**config.mk**
```make
export PLATFORM = sky130hd
export DESIGN_NAME = xif_coproc_alu_tracker_flat
export DESIGN_NICKNAME = d
export VERILOG_FILES = /design/src/rtl/xif_coproc_alu_tracker_if.sv /design/src/rtl/xif_coproc_alu_tracker.sv /design/src/flat_wrapper.sv
export SDC_FILE = /design/constraint.sdc
export NUM_CORES = 1
export LEC_CHECK = 0
export BUFFER_PORTS_ARGS = -buffer_cell sky130_fd_sc_hd__buf_2
export CORE_MARGIN = 3
export CORE_UTILIZATION = 34
export DETAILED_ROUTE_END_ITERATION = 16
export GPL_TIMING_DRIVEN = 0
export PLACE_DENSITY_LB_ADDON = 0.12
export SETUP_SLACK_MARGIN = 0.4
export SLEW_MARGIN = 5
export SYNTH_ARGS = -nofsm -noshare
export SYNTH_HDL_FRONTEND = slang
export SYNTH_SLANG_ARGS = --single-unit
```
**constraint.sdc**
```tcl
create_clock -name clk_i -period 6.2 [get_ports clk_i]
set_clock_uncertainty 0.05 [all_clocks]
set_input_delay 0.31 -clock clk_i [delete_from_list [all_inputs] [get_ports clk_i]]
set_output_delay 0.31 -clock clk_i [all_outputs]
set_load 0.03 [all_outputs]
```
**src/rtl/xif_coproc_alu_tracker_if.sv**
```systemverilog
// XIF issue/commit/result bundle between host core and the ALU coprocessor.
// Latency: none, wires only.
// Backpressure: issue_ready_o and result_ready_i carry the two handshakes.
interface xif_coproc_alu_tracker_if #(
  parameter int X_ID_WIDTH  = 4,
  parameter int X_RFR_WIDTH = 32
);
  // issue channel
  logic                     issue_valid_i;
  logic                     issue_ready_o;
  logic [31:0]              issue_instr_i;
  logic [X_ID_WIDTH-1:0]    issue_id_i;
  logic [2*X_RFR_WIDTH-1:0] issue_rs_i;
  logic [1:0]               issue_rs_valid_i;
  logic                     issue_accept_o;
  logic                     issue_writeback_o;
  // commit channel
  logic                     commit_valid_i;
  logic [X_ID_WIDTH-1:0]    commit_id_i;
  logic                     commit_kill_i;
  // result channel
  logic                     result_valid_o;
  logic                     result_ready_i;
  logic [X_ID_WIDTH-1:0]    result_id_o;
  logic [31:0]              result_data_o;
  logic [4:0]               result_rd_o;
  logic                     result_we_o;
  logic                     result_exc_o;

  // host core side
  modport master (
    output issue_valid_i, issue_instr_i, issue_id_i, issue_rs_i, issue_rs_valid_i,
    input  issue_ready_o, issue_accept_o, issue_writeback_o,
    output commit_valid_i, commit_id_i, commit_kill_i,
    input  result_valid_o, result_id_o, result_data_o, result_rd_o, result_we_o, result_exc_o,
    output result_ready_i
  );

  // coprocessor side
  modport slave (
    input  issue_valid_i, issue_instr_i, issue_id_i, issue_rs_i, issue_rs_valid_i,
    output issue_ready_o, issue_accept_o, issue_writeback_o,
    input  commit_valid_i, commit_id_i, commit_kill_i,
    output result_valid_o, result_id_o, result_data_o, result_rd_o, result_we_o, result_exc_o,
    input  result_ready_i
  );
endinterface

```
**src/rtl/xif_coproc_alu_tracker.sv**
```systemverilog
// Custom-0 ALU coprocessor: decode, in-order tracking buffer, commit/kill, result return.
// Latency: issue+commit in cycle N gives result_valid_o in N+1 at the earliest.
// Backpressure: issue stalls on registered full or missing operands; head holds while result_ready_i=0.
module xif_coproc_alu_tracker #(
  parameter int X_ID_WIDTH  = 4,
  parameter int X_RFR_WIDTH = 32,
  parameter int DEPTH       = 4
) (
  input logic clk_i,
  input logic rst_i,
  xif_coproc_alu_tracker_if.slave xif
);

  localparam int PW = (DEPTH > 1) ? $clog2(DEPTH) : 1;
  localparam int CW = PW + 1;

  typedef enum logic [1:0] {
    ST_FREE      = 2'd0,
    ST_ISSUED    = 2'd1,
    ST_COMMITTED = 2'd2,
    ST_KILLED    = 2'd3
  } st_e;

  typedef enum logic [1:0] {
    OP_ADD = 2'd0,
    OP_XOR = 2'd1,
    OP_ROL = 2'd2
  } op_e;

  typedef struct packed {
    st_e                    st;
    logic [X_ID_WIDTH-1:0]  id;
    logic [4:0]             rd;
    op_e                    op;
    logic [X_RFR_WIDTH-1:0] rs1;
    logic [X_RFR_WIDTH-1:0] rs2;
  } entry_t;

  entry_t         ent_q [DEPTH];
  entry_t         ent_d [DEPTH];
  logic [PW-1:0]  head_q, head_d;
  logic [PW-1:0]  tail_q, tail_d;
  logic [CW-1:0]  count_q, count_d;

  logic [6:0]     opcode;
  logic [2:0]     funct3;
  logic [4:0]     rd;
  logic           hit;
  logic           full;
  logic           issue_fire;
  logic           same_cycle_commit;
  logic           retire;
  logic           dup_id;
  entry_t         head_ent;
  logic           unused_instr;

  assign opcode = xif.issue_instr_i[6:0];
  assign rd     = xif.issue_instr_i[11:7];
  assign funct3 = xif.issue_instr_i[14:12];
  assign unused_instr = ^xif.issue_instr_i[31:15];

  assign hit  = (opcode == 7'b0001011) && (funct3 == 3'b000 || funct3 == 3'b001 || funct3 == 3'b010);
  assign full = (count_q == CW'(DEPTH));

  // Non-hits never stall; hits need space and both operands.
  assign xif.issue_ready_o     = !hit || (!full && (&xif.issue_rs_valid_i));
  assign issue_fire            = xif.issue_valid_i && xif.issue_ready_o && hit;
  assign xif.issue_accept_o    = issue_fire;
  assign xif.issue_writeback_o = issue_fire && (rd != 5'd0);

  assign same_cycle_commit = xif.commit_valid_i && issue_fire && (xif.commit_id_i == xif.issue_id_i);

  assign head_ent = ent_q[head_q];
  assign retire   = (head_ent.st == ST_KILLED) ||
                    ((head_ent.st == ST_COMMITTED) && xif.result_ready_i);

  function automatic logic [31:0] alu(input op_e op, input logic [31:0] a, input logic [31:0] b);
    logic [63:0] rot;
    rot = {a, a} << b[4:0];
    case (op)
      OP_ADD:  alu = a + b;
      OP_XOR:  alu = a ^ b;
      OP_ROL:  alu = rot[63:32];
      default: alu = 32'd0;
    endcase
  endfunction

  // Result channel is driven straight from the head entry, which is frozen while waiting.
  always_comb begin
    xif.result_valid_o = (head_ent.st == ST_COMMITTED);
    xif.result_id_o    = '0;
    xif.result_data_o  = '0;
    xif.result_rd_o    = '0;
    xif.result_we_o    = 1'b0;
    xif.result_exc_o   = 1'b0;
    if (head_ent.st == ST_COMMITTED) begin
      xif.result_id_o   = head_ent.id;
      xif.result_data_o = alu(head_ent.op, head_ent.rs1, head_ent.rs2);
      xif.result_rd_o   = head_ent.rd;
      xif.result_we_o   = (head_ent.rd != 5'd0);
    end
  end

  // Next-state of the buffer: commit/kill search, tail write, head free.
  always_comb begin
    for (int i = 0; i < DEPTH; i++) begin
      ent_d[i] = ent_q[i];
      if (xif.commit_valid_i && ent_q[i].st == ST_ISSUED && ent_q[i].id == xif.commit_id_i) begin
        ent_d[i].st = xif.commit_kill_i ? ST_KILLED : ST_COMMITTED;
      end
    end
    if (issue_fire) begin
      ent_d[tail_q].id  = xif.issue_id_i;
      ent_d[tail_q].rd  = rd;
      ent_d[tail_q].op  = op_e'(funct3[1:0]);
      ent_d[tail_q].rs1 = xif.issue_rs_i[X_RFR_WIDTH-1:0];
      ent_d[tail_q].rs2 = xif.issue_rs_i[2*X_RFR_WIDTH-1:X_RFR_WIDTH];
      if (same_cycle_commit) begin
        ent_d[tail_q].st = xif.commit_kill_i ? ST_KILLED : ST_COMMITTED;
      end else begin
        ent_d[tail_q].st = ST_ISSUED;
      end
    end
    if (retire) begin
      ent_d[head_q].st = ST_FREE;
    end
  end

  // Pointer and occupancy bookkeeping; pointers wrap because DEPTH is a power of 2.
  always_comb begin
    tail_d  = issue_fire ? tail_q + PW'(1) : tail_q;
    head_d  = retire ? head_q + PW'(1) : head_q;
    count_d = count_q + CW'(issue_fire) - CW'(retire);
  end

  // State registers with synchronous reset discarding all in-flight work.
  always_ff @(posedge clk_i) begin
    if (rst_i) begin
      for (int i = 0; i < DEPTH; i++) begin
        ent_q[i] <= '0;
      end
      head_q  <= '0;
      tail_q  <= '0;
      count_q <= '0;
    end else begin
      for (int i = 0; i < DEPTH; i++) begin
        ent_q[i] <= ent_d[i];
      end
      head_q  <= head_d;
      tail_q  <= tail_d;
      count_q <= count_d;
    end
  end

  // Any live entry already using the id being issued.
  always_comb begin
    dup_id = 1'b0;
    for (int i = 0; i < DEPTH; i++) begin
      if (ent_q[i].st != ST_FREE && ent_q[i].id == xif.issue_id_i) begin
        dup_id = 1'b1;
      end
    end
  end

  a_unique_id: assert property (@(posedge clk_i) disable iff (rst_i) issue_fire |-> !dup_id)
    else $error("duplicate in-flight XIF id issued");

endmodule

```
**src/flat_wrapper.sv**
```systemverilog
// flat-port wrapper written by rule: the top's interface ports become plain ports
module xif_coproc_alu_tracker_flat 
#(
  parameter int X_ID_WIDTH  = 4,
  parameter int X_RFR_WIDTH = 32,
  parameter int DEPTH       = 4
)
  (clk_i, rst_i, xif_issue_valid_i, xif_issue_instr_i, xif_issue_id_i, xif_issue_rs_i, xif_issue_rs_valid_i, xif_issue_ready_o, xif_issue_accept_o, xif_issue_writeback_o, xif_commit_valid_i, xif_commit_id_i, xif_commit_kill_i, xif_result_valid_o, xif_result_id_o, xif_result_data_o, xif_result_rd_o, xif_result_we_o, xif_result_exc_o, xif_result_ready_i);
  xif_coproc_alu_tracker_if #(.X_ID_WIDTH(X_ID_WIDTH), .X_RFR_WIDTH(X_RFR_WIDTH)) xif_i ();
  input logic clk_i;
  input logic rst_i;
  input wire logic [$bits(xif_i.issue_valid_i)-1:0] xif_issue_valid_i;
  input wire logic [$bits(xif_i.issue_instr_i)-1:0] xif_issue_instr_i;
  input wire logic [$bits(xif_i.issue_id_i)-1:0] xif_issue_id_i;
  input wire logic [$bits(xif_i.issue_rs_i)-1:0] xif_issue_rs_i;
  input wire logic [$bits(xif_i.issue_rs_valid_i)-1:0] xif_issue_rs_valid_i;
  output wire logic [$bits(xif_i.issue_ready_o)-1:0] xif_issue_ready_o;
  output wire logic [$bits(xif_i.issue_accept_o)-1:0] xif_issue_accept_o;
  output wire logic [$bits(xif_i.issue_writeback_o)-1:0] xif_issue_writeback_o;
  input wire logic [$bits(xif_i.commit_valid_i)-1:0] xif_commit_valid_i;
  input wire logic [$bits(xif_i.commit_id_i)-1:0] xif_commit_id_i;
  input wire logic [$bits(xif_i.commit_kill_i)-1:0] xif_commit_kill_i;
  output wire logic [$bits(xif_i.result_valid_o)-1:0] xif_result_valid_o;
  output wire logic [$bits(xif_i.result_id_o)-1:0] xif_result_id_o;
  output wire logic [$bits(xif_i.result_data_o)-1:0] xif_result_data_o;
  output wire logic [$bits(xif_i.result_rd_o)-1:0] xif_result_rd_o;
  output wire logic [$bits(xif_i.result_we_o)-1:0] xif_result_we_o;
  output wire logic [$bits(xif_i.result_exc_o)-1:0] xif_result_exc_o;
  input wire logic [$bits(xif_i.result_ready_i)-1:0] xif_result_ready_i;
  assign xif_i.issue_valid_i = xif_issue_valid_i;
  assign xif_i.issue_instr_i = xif_issue_instr_i;
  assign xif_i.issue_id_i = xif_issue_id_i;
  assign xif_i.issue_rs_i = xif_issue_rs_i;
  assign xif_i.issue_rs_valid_i = xif_issue_rs_valid_i;
  assign xif_issue_ready_o = xif_i.issue_ready_o;
  assign xif_issue_accept_o = xif_i.issue_accept_o;
  assign xif_issue_writeback_o = xif_i.issue_writeback_o;
  assign xif_i.commit_valid_i = xif_commit_valid_i;
  assign xif_i.commit_id_i = xif_commit_id_i;
  assign xif_i.commit_kill_i = xif_commit_kill_i;
  assign xif_result_valid_o = xif_i.result_valid_o;
  assign xif_result_id_o = xif_i.result_id_o;
  assign xif_result_data_o = xif_i.result_data_o;
  assign xif_result_rd_o = xif_i.result_rd_o;
  assign xif_result_we_o = xif_i.result_we_o;
  assign xif_result_exc_o = xif_i.result_exc_o;
  assign xif_i.result_ready_i = xif_result_ready_i;
  xif_coproc_alu_tracker #(.X_ID_WIDTH(X_ID_WIDTH), .X_RFR_WIDTH(X_RFR_WIDTH), .DEPTH(DEPTH)) u_core (.clk_i(clk_i), .rst_i(rst_i), .xif(xif_i));
endmodule
```
# Yosys cells after proc, flatten, opt, wreduce, memory -nomap -nowiden
# Memories as Yosys holds them, arrays and structs flattened. A register that Yosys moved wholly into a read port is not among the register bits.
# Index checks and enable logic that the tools add are counted.
[totals]
mem_bits_rw = 308
wordCells = 111
mem_count = 1
reg_bits = 7
output_inout_bits = 47
inputBits = 112
[op_classes]
n_eq_ne = 17
muxes = 44
n_reduce_logical = 29
bitwise = 7
magnitude_cmp = 4
n_addsub = 5
n_shift = 1
[mem_list]
columns = ["name", "words", "word_bits", "rd", "rd_clocked_by_memory_dff", "wr", "line", "text"]
rows = [
  ["u_core.ent_q", 4, 77, 5, 1, 4, "xif_coproc_alu_tracker.sv:39", "entry_t ent_q [DEPTH];"],
]
[ops]
columns = ["op", "n"]
rows = [
  ["bitwise mux 308 bit", 8],
  ["demux 77 bit (select 2 bit)", 7],
  ["2-to-1 mux 308 bit", 3],
  ["2-to-1 mux 77 bit", 6],
  ["case mux 32 bit (3 select lines)", 1],
  ["2-to-1 mux 75 bit", 1],
  ["2-to-1 mux 71 bit", 1],
  ["2-to-1 mux 66 bit", 1],
  ["2-to-1 mux 32 bit", 2],
  ["2-to-1 mux 64 bit", 1],
  ["left shift 64 x 5 -> 64 bit", 1],
  ["adder 32 bit", 1],
  ["XOR 32 bit", 1],
  ["equality test 4 bit", 5],
  ["logical AND 1 bit", 18],
  ["2-to-1 mux 2 bit", 6],
  ["equality test 2 x 1 -> 1 bit (second input constant)", 5],
  ["nonzero test 5 bit", 2],
  ["equality test 7 x 4 -> 1 bit (second input constant)", 1],
  ["equality test 2 bit (second input constant)", 3],
  ["greater-or-equal comparator 3 bit (second input constant)", 2],
  ["less-than comparator 3 x 1 -> 1 bit (second input constant)", 2],
  ["inverter 2 -> 3 bit", 2],
  ["2-to-1 mux 1 bit", 5],
  ["14 further kinds", 22],
]

# Longest topological paths before layout
[logic_depth]
ltp_word = 16
depth_mapped = 19
ltp_nobuf = 14

# Worst setup path after synthesis
# Ideal clock, no wire load.
[synth_path]
path_kind = "register to output"
start = "reg with a tool-made name"
end = "out xif_result_data_o[29]"
path_stages_with_launch = 17
required_ps = 5840
slack_ps = 1446
n_path_buf = 5
arrival_time_ps = 4394
cell_sequence = "dfxtp_1 > buf_6 > buf_6 > buf_6 > buf_4 > buf_2 > mux4_2 > ha_1 > a21oi_1 > nand2_1 > a221o_1 > a41oi_1 > o21ai_0 > a21oi_1 > a211oi_1 > xnor2_1 > o21ai_0"
[synth_lines]
columns = ["element", "line", "text"]
rows = [
  ["to (decl)", "flat_wrapper.sv:25", "output wire logic [$bits(xif_i.result_data_o)-1:0] xif_result_data_o;"],
]

==> summary.log <==
[clocking] CTS tree yes
[yosys] number of instances in the synthesized netlist 2086
[worst_setup_path] Required @ worst endpoint 5840 ps
[drt] DRC viols 0
[cells_and_area] number of nets in the layout 2479
[drt] detail-routed via count per cell 5.28
[drt] number of iterations in the first detailed-routing pass 5
[grt] largest net degree at the start of global routing 14
[clocking] maximum clock insertion buffer count 3
[yosys] count of distinct cell types in the synthesized netlist 66
[worst_setup_path] Critical Path Slowest Stage Cell sky130_fd_sc_hd__or3_1
[timing] max-slew violations 0
[grt] Tot GR Track Use 0.235
[power] switching fraction of total power 0.224
[drt] antenna violation net count after detailed routing 0
[run_status] outcome completed
[clocking] number of CTS-inserted buffers 37
[drt] via count 15900
[grt] GR Layer Usage met2 0.376
[cells_and_area] most common cell after layout, fill and taps aside sky130_fd_sc_hd__nand2_1
[yosys] asr flop ratio synth 0
[cells_and_area] final core utilization 0.414
[yosys] average footprint of a synthesized cell 8.16 um2
[grt] grt met1 use 0.321
[place] Detailed Place HPWL 46.8 mm
[floorplanning] core region area 0.0492 mm2
[floorplanning] Placement Rows 81
[grt] Overflow after GRT 0
[drt] DRC violation total after the first TritonRoute iteration 1314
[grt] global route hottest layer met2
[cells_and_area] fraction of layout cells with a size suffix above 1 0.140
[power] switching power summed over all nets 0.968 mW
[clocking] clk root buf sky130_fd_sc_hd__clkbuf_16
[clocking] clock sink total 317
[power] Leak 7.03 nW
[yosys] count of warnings emitted by yosys 0
[worst_setup_path] largest driver fanout on the critical path 10
[worst_setup_path] launching element type of the critical path register
[timing] Min Clock Period, post-route 5540 ps
[floorplanning] I/O pins 159
[timing] count of final setup violators 0
[cells_and_area] layout overhead on the synthesized area 19.7%
[grt] number of antenna violations at the first check in global routing 3
[power] Max IR drop VDD 0.137 mV
[worst_setup_path] delay of the slowest cell on the worst path 400 ps
[power] portion of total power attributed to sequential cells 0.472
[place] final weighted congestion in routability-driven placement 0.911
[power] ratio of total power to cell area 212 mW/mm2
[worst_setup_path] Worst Path Class, Setup reg -> out
[worst_setup_path] Worst Setup End Kind output port
[drt] WL final 63.3 mm
[yosys] synthesized net count 2241
[grt] global routing met3 resource utilization 0.0344
[yosys] cell taking the most area after synthesis sky130_fd_sc_hd__dfxtp_1
[power] logic gate share of total power 0.039
[timing] Worst slew margin 0.346
[drt] WL/cell 21.0 um
[yosys] flops & latches, synth 317
[flow_run] max-capacitance violation count 0
[timing] fin crit share 0.893
[timing] final hold violation count 0
[worst_setup_path] signal arrival time at the worst endpoint 5180 ps
[floorplanning] Starting Density 0.346
[floorplanning] area of the die 0.0528 mm2
[worst_setup_path] series of cell instances along the critical path buf_2, buf_4, buf_4, buf_6, clkbuf_4, mux4_2, ha_1, clkbuf_1, and2_1, a311oi_1, or3_1, o21ai_0, nor3_1, o31ai_1, mux2i_1, a31oi_1, a221o_1, buf_2
[yosys] share of Yosys cell area claimed by the top area cell type 0.373
[clocking] clock-pin slew on the worst setup and hold paths 60 ps
[clocking] number of H-tree levels 2
[clocking] Clk Latency, worst-skew pair 530 ps
[grt] via count of the first global-routing pass 15500
[place] Buffers on Ports 135
[yosys] leading register cell type out of synthesis sky130_fd_sc_hd__dfxtp_1
[timing] unrepaired setup endpoints after global routing false
[worst_hold_path] path class of the lowest-slack min-delay path in -> reg
[yosys] number of flops mapped to enable cells by yosys 0
[yosys] total standard cell area after synthesis 0.0170 mm2
[floorplanning] chip width 230 um
[grt] wire length of the first global-routing pass 95.4 mm
[cells_and_area] leading cell types in the layout, fill and taps excluded sky130_fd_sc_hd__nand2_1, sky130_fd_sc_hd__a21oi_1, sky130_fd_sc_hd__dfxtp_1
[floorplanning] Die Height 230 um
[timing] Setup Total Neg Slack 0 ps
[timing] Slew @ Worst Pin 982 ps
[power] internal power of the cells 3.35 mW
[yosys] sequential share of the synthesized area 0.373
[timing] f_max 181 MHz
[yosys] largest cells by area after synthesis sky130_fd_sc_hd__dfxtp_1, sky130_fd_sc_hd__nand2_1, sky130_fd_sc_hd__a21oi_1
[power] clock share of power 0.489
[layer usage]
| layer | vias up | wire, um |
|---|---|---|
| li1 | 7660 | - |
| met1 | 7599 | 28500 |
| met2 | 515 | 28600 |
| met3 | 113 | 3720 |
| met4 | 2 | 2450 |
| met5 | - | 13 |
[worst max-delay path: cells and delay by family (launching register included)]
family	cells	cell delay, ps
simple gates	3	710
buf+inv	7	1740
flops	1	300
compound gates	5	990
mux	2	580
fa+ha+maj	1	300
[cell usage after synthesis (9+ instances only)]
| master | instances |
|---|---|
| sky130_fd_sc_hd__o221ai_1 | 9 |
| sky130_fd_sc_hd__buf_1 | 13 |
| sky130_fd_sc_hd__clkbuf_1 | 119 |
| sky130_fd_sc_hd__o21ai_0 | 48 |
| sky130_fd_sc_hd__buf_4 | 10 |
| sky130_fd_sc_hd__ha_1 | 41 |
| sky130_fd_sc_hd__mux2_2 | 17 |
| sky130_fd_sc_hd__xor2_1 | 18 |
| sky130_fd_sc_hd__a22oi_1 | 20 |
| sky130_fd_sc_hd__o21a_1 | 11 |
| sky130_fd_sc_hd__nor2b_1 | 10 |
| sky130_fd_sc_hd__and2_1 | 18 |
| sky130_fd_sc_hd__mux2i_1 | 87 |
| sky130_fd_sc_hd__xnor2_1 | 35 |
| sky130_fd_sc_hd__nor2_1 | 60 |
| sky130_fd_sc_hd__inv_1 | 20 |
| sky130_fd_sc_hd__nand2_1 | 662 |
| sky130_fd_sc_hd__dfxtp_1 | 317 |
| sky130_fd_sc_hd__mux4_2 | 72 |
| sky130_fd_sc_hd__nand3_1 | 17 |
| sky130_fd_sc_hd__buf_2 | 12 |
| sky130_fd_sc_hd__a21o_1 | 15 |
| sky130_fd_sc_hd__a21oi_1 | 353 |
[cells by family after synthesis]
| family | share of synthesized area |
|---|---|
| XOR/XNOR | 0.0273 |
| multiplexers | 0.165 |
| AND/OR/NAND/NOR | 0.188 |
| buffers and inverters | 0.0473 |
| adder cells (fa/ha/maj) | 0.0325 |
| AO/OA/AOI/OAI | 0.166 |
| other | 0.000220 |
| flip-flops | 0.373 |
[layout make-up]
| class | instances | area [um2] |
|---|---|---|
| Tap cell | 664 | 831 |
| Buffer | 162 | 762 |
| Timing Repair Buffer | 199 | 1310 |
| Clock buffer | 52 | 1040 |
| Antenna cell | 1 | 2.50 |
| Inverter | 20 | 75.1 |
| Sequential cell | 317 | 6350 |
| Clock inverter | 9 | 103 |
| Fill cell | 5009 | 28800 |
| Multi-Input combinational cell | 1587 | 9900 |
[stage by stage]
step	worst slack, ps	hold WS [ps]	area (um2)	total power, mW	std cells
2_1_floorplan	1450	382	17000	2.13	2086
3_3_place_gp	298	388	18500	2.22	2885
3_5_place_dp	315	394	18500	2.22	2885
4_1_cts	406	0.596	20300	4.36	3008
5_1_grt	414	19.4	20400	4.46	3011
6_report	661	14.5	20400	4.32	3011
[power groups by stage]
stage          Clock [mW]  Combinational, mW  Sequential, mW
6_report             2.11              0.167            2.04
2_1_floorplan           0             0.0440            2.08
3_5_place_dp            0              0.135            2.08
4_1_cts              2.16              0.167            2.04
3_3_place_gp            0              0.135            2.08
5_1_grt              2.24              0.179            2.04
[path summary, 6_finish.rpt]
path / from / endpoint / slack, ps / depth (start not counted)
setup / recovery: register / xif_result_data_o[28] / 660 / 18
hold / removal: xif_issue_rs_i[36] / register / 10 / 3
setup reg to reg: u_core.count_q[1] / register / 3020 / 10
hold reg to reg: register / register / 400 / 2
[repair_timing]
item	CTS	global route
hold buffers	62	0
buffers inserted	0	2
pin swaps	0	1
endpoints found under the setup margin	19	12
resized for setup	9	15
hold endpoints to repair	229	0
Note: power is estimated with default switching activity, not from simulation.
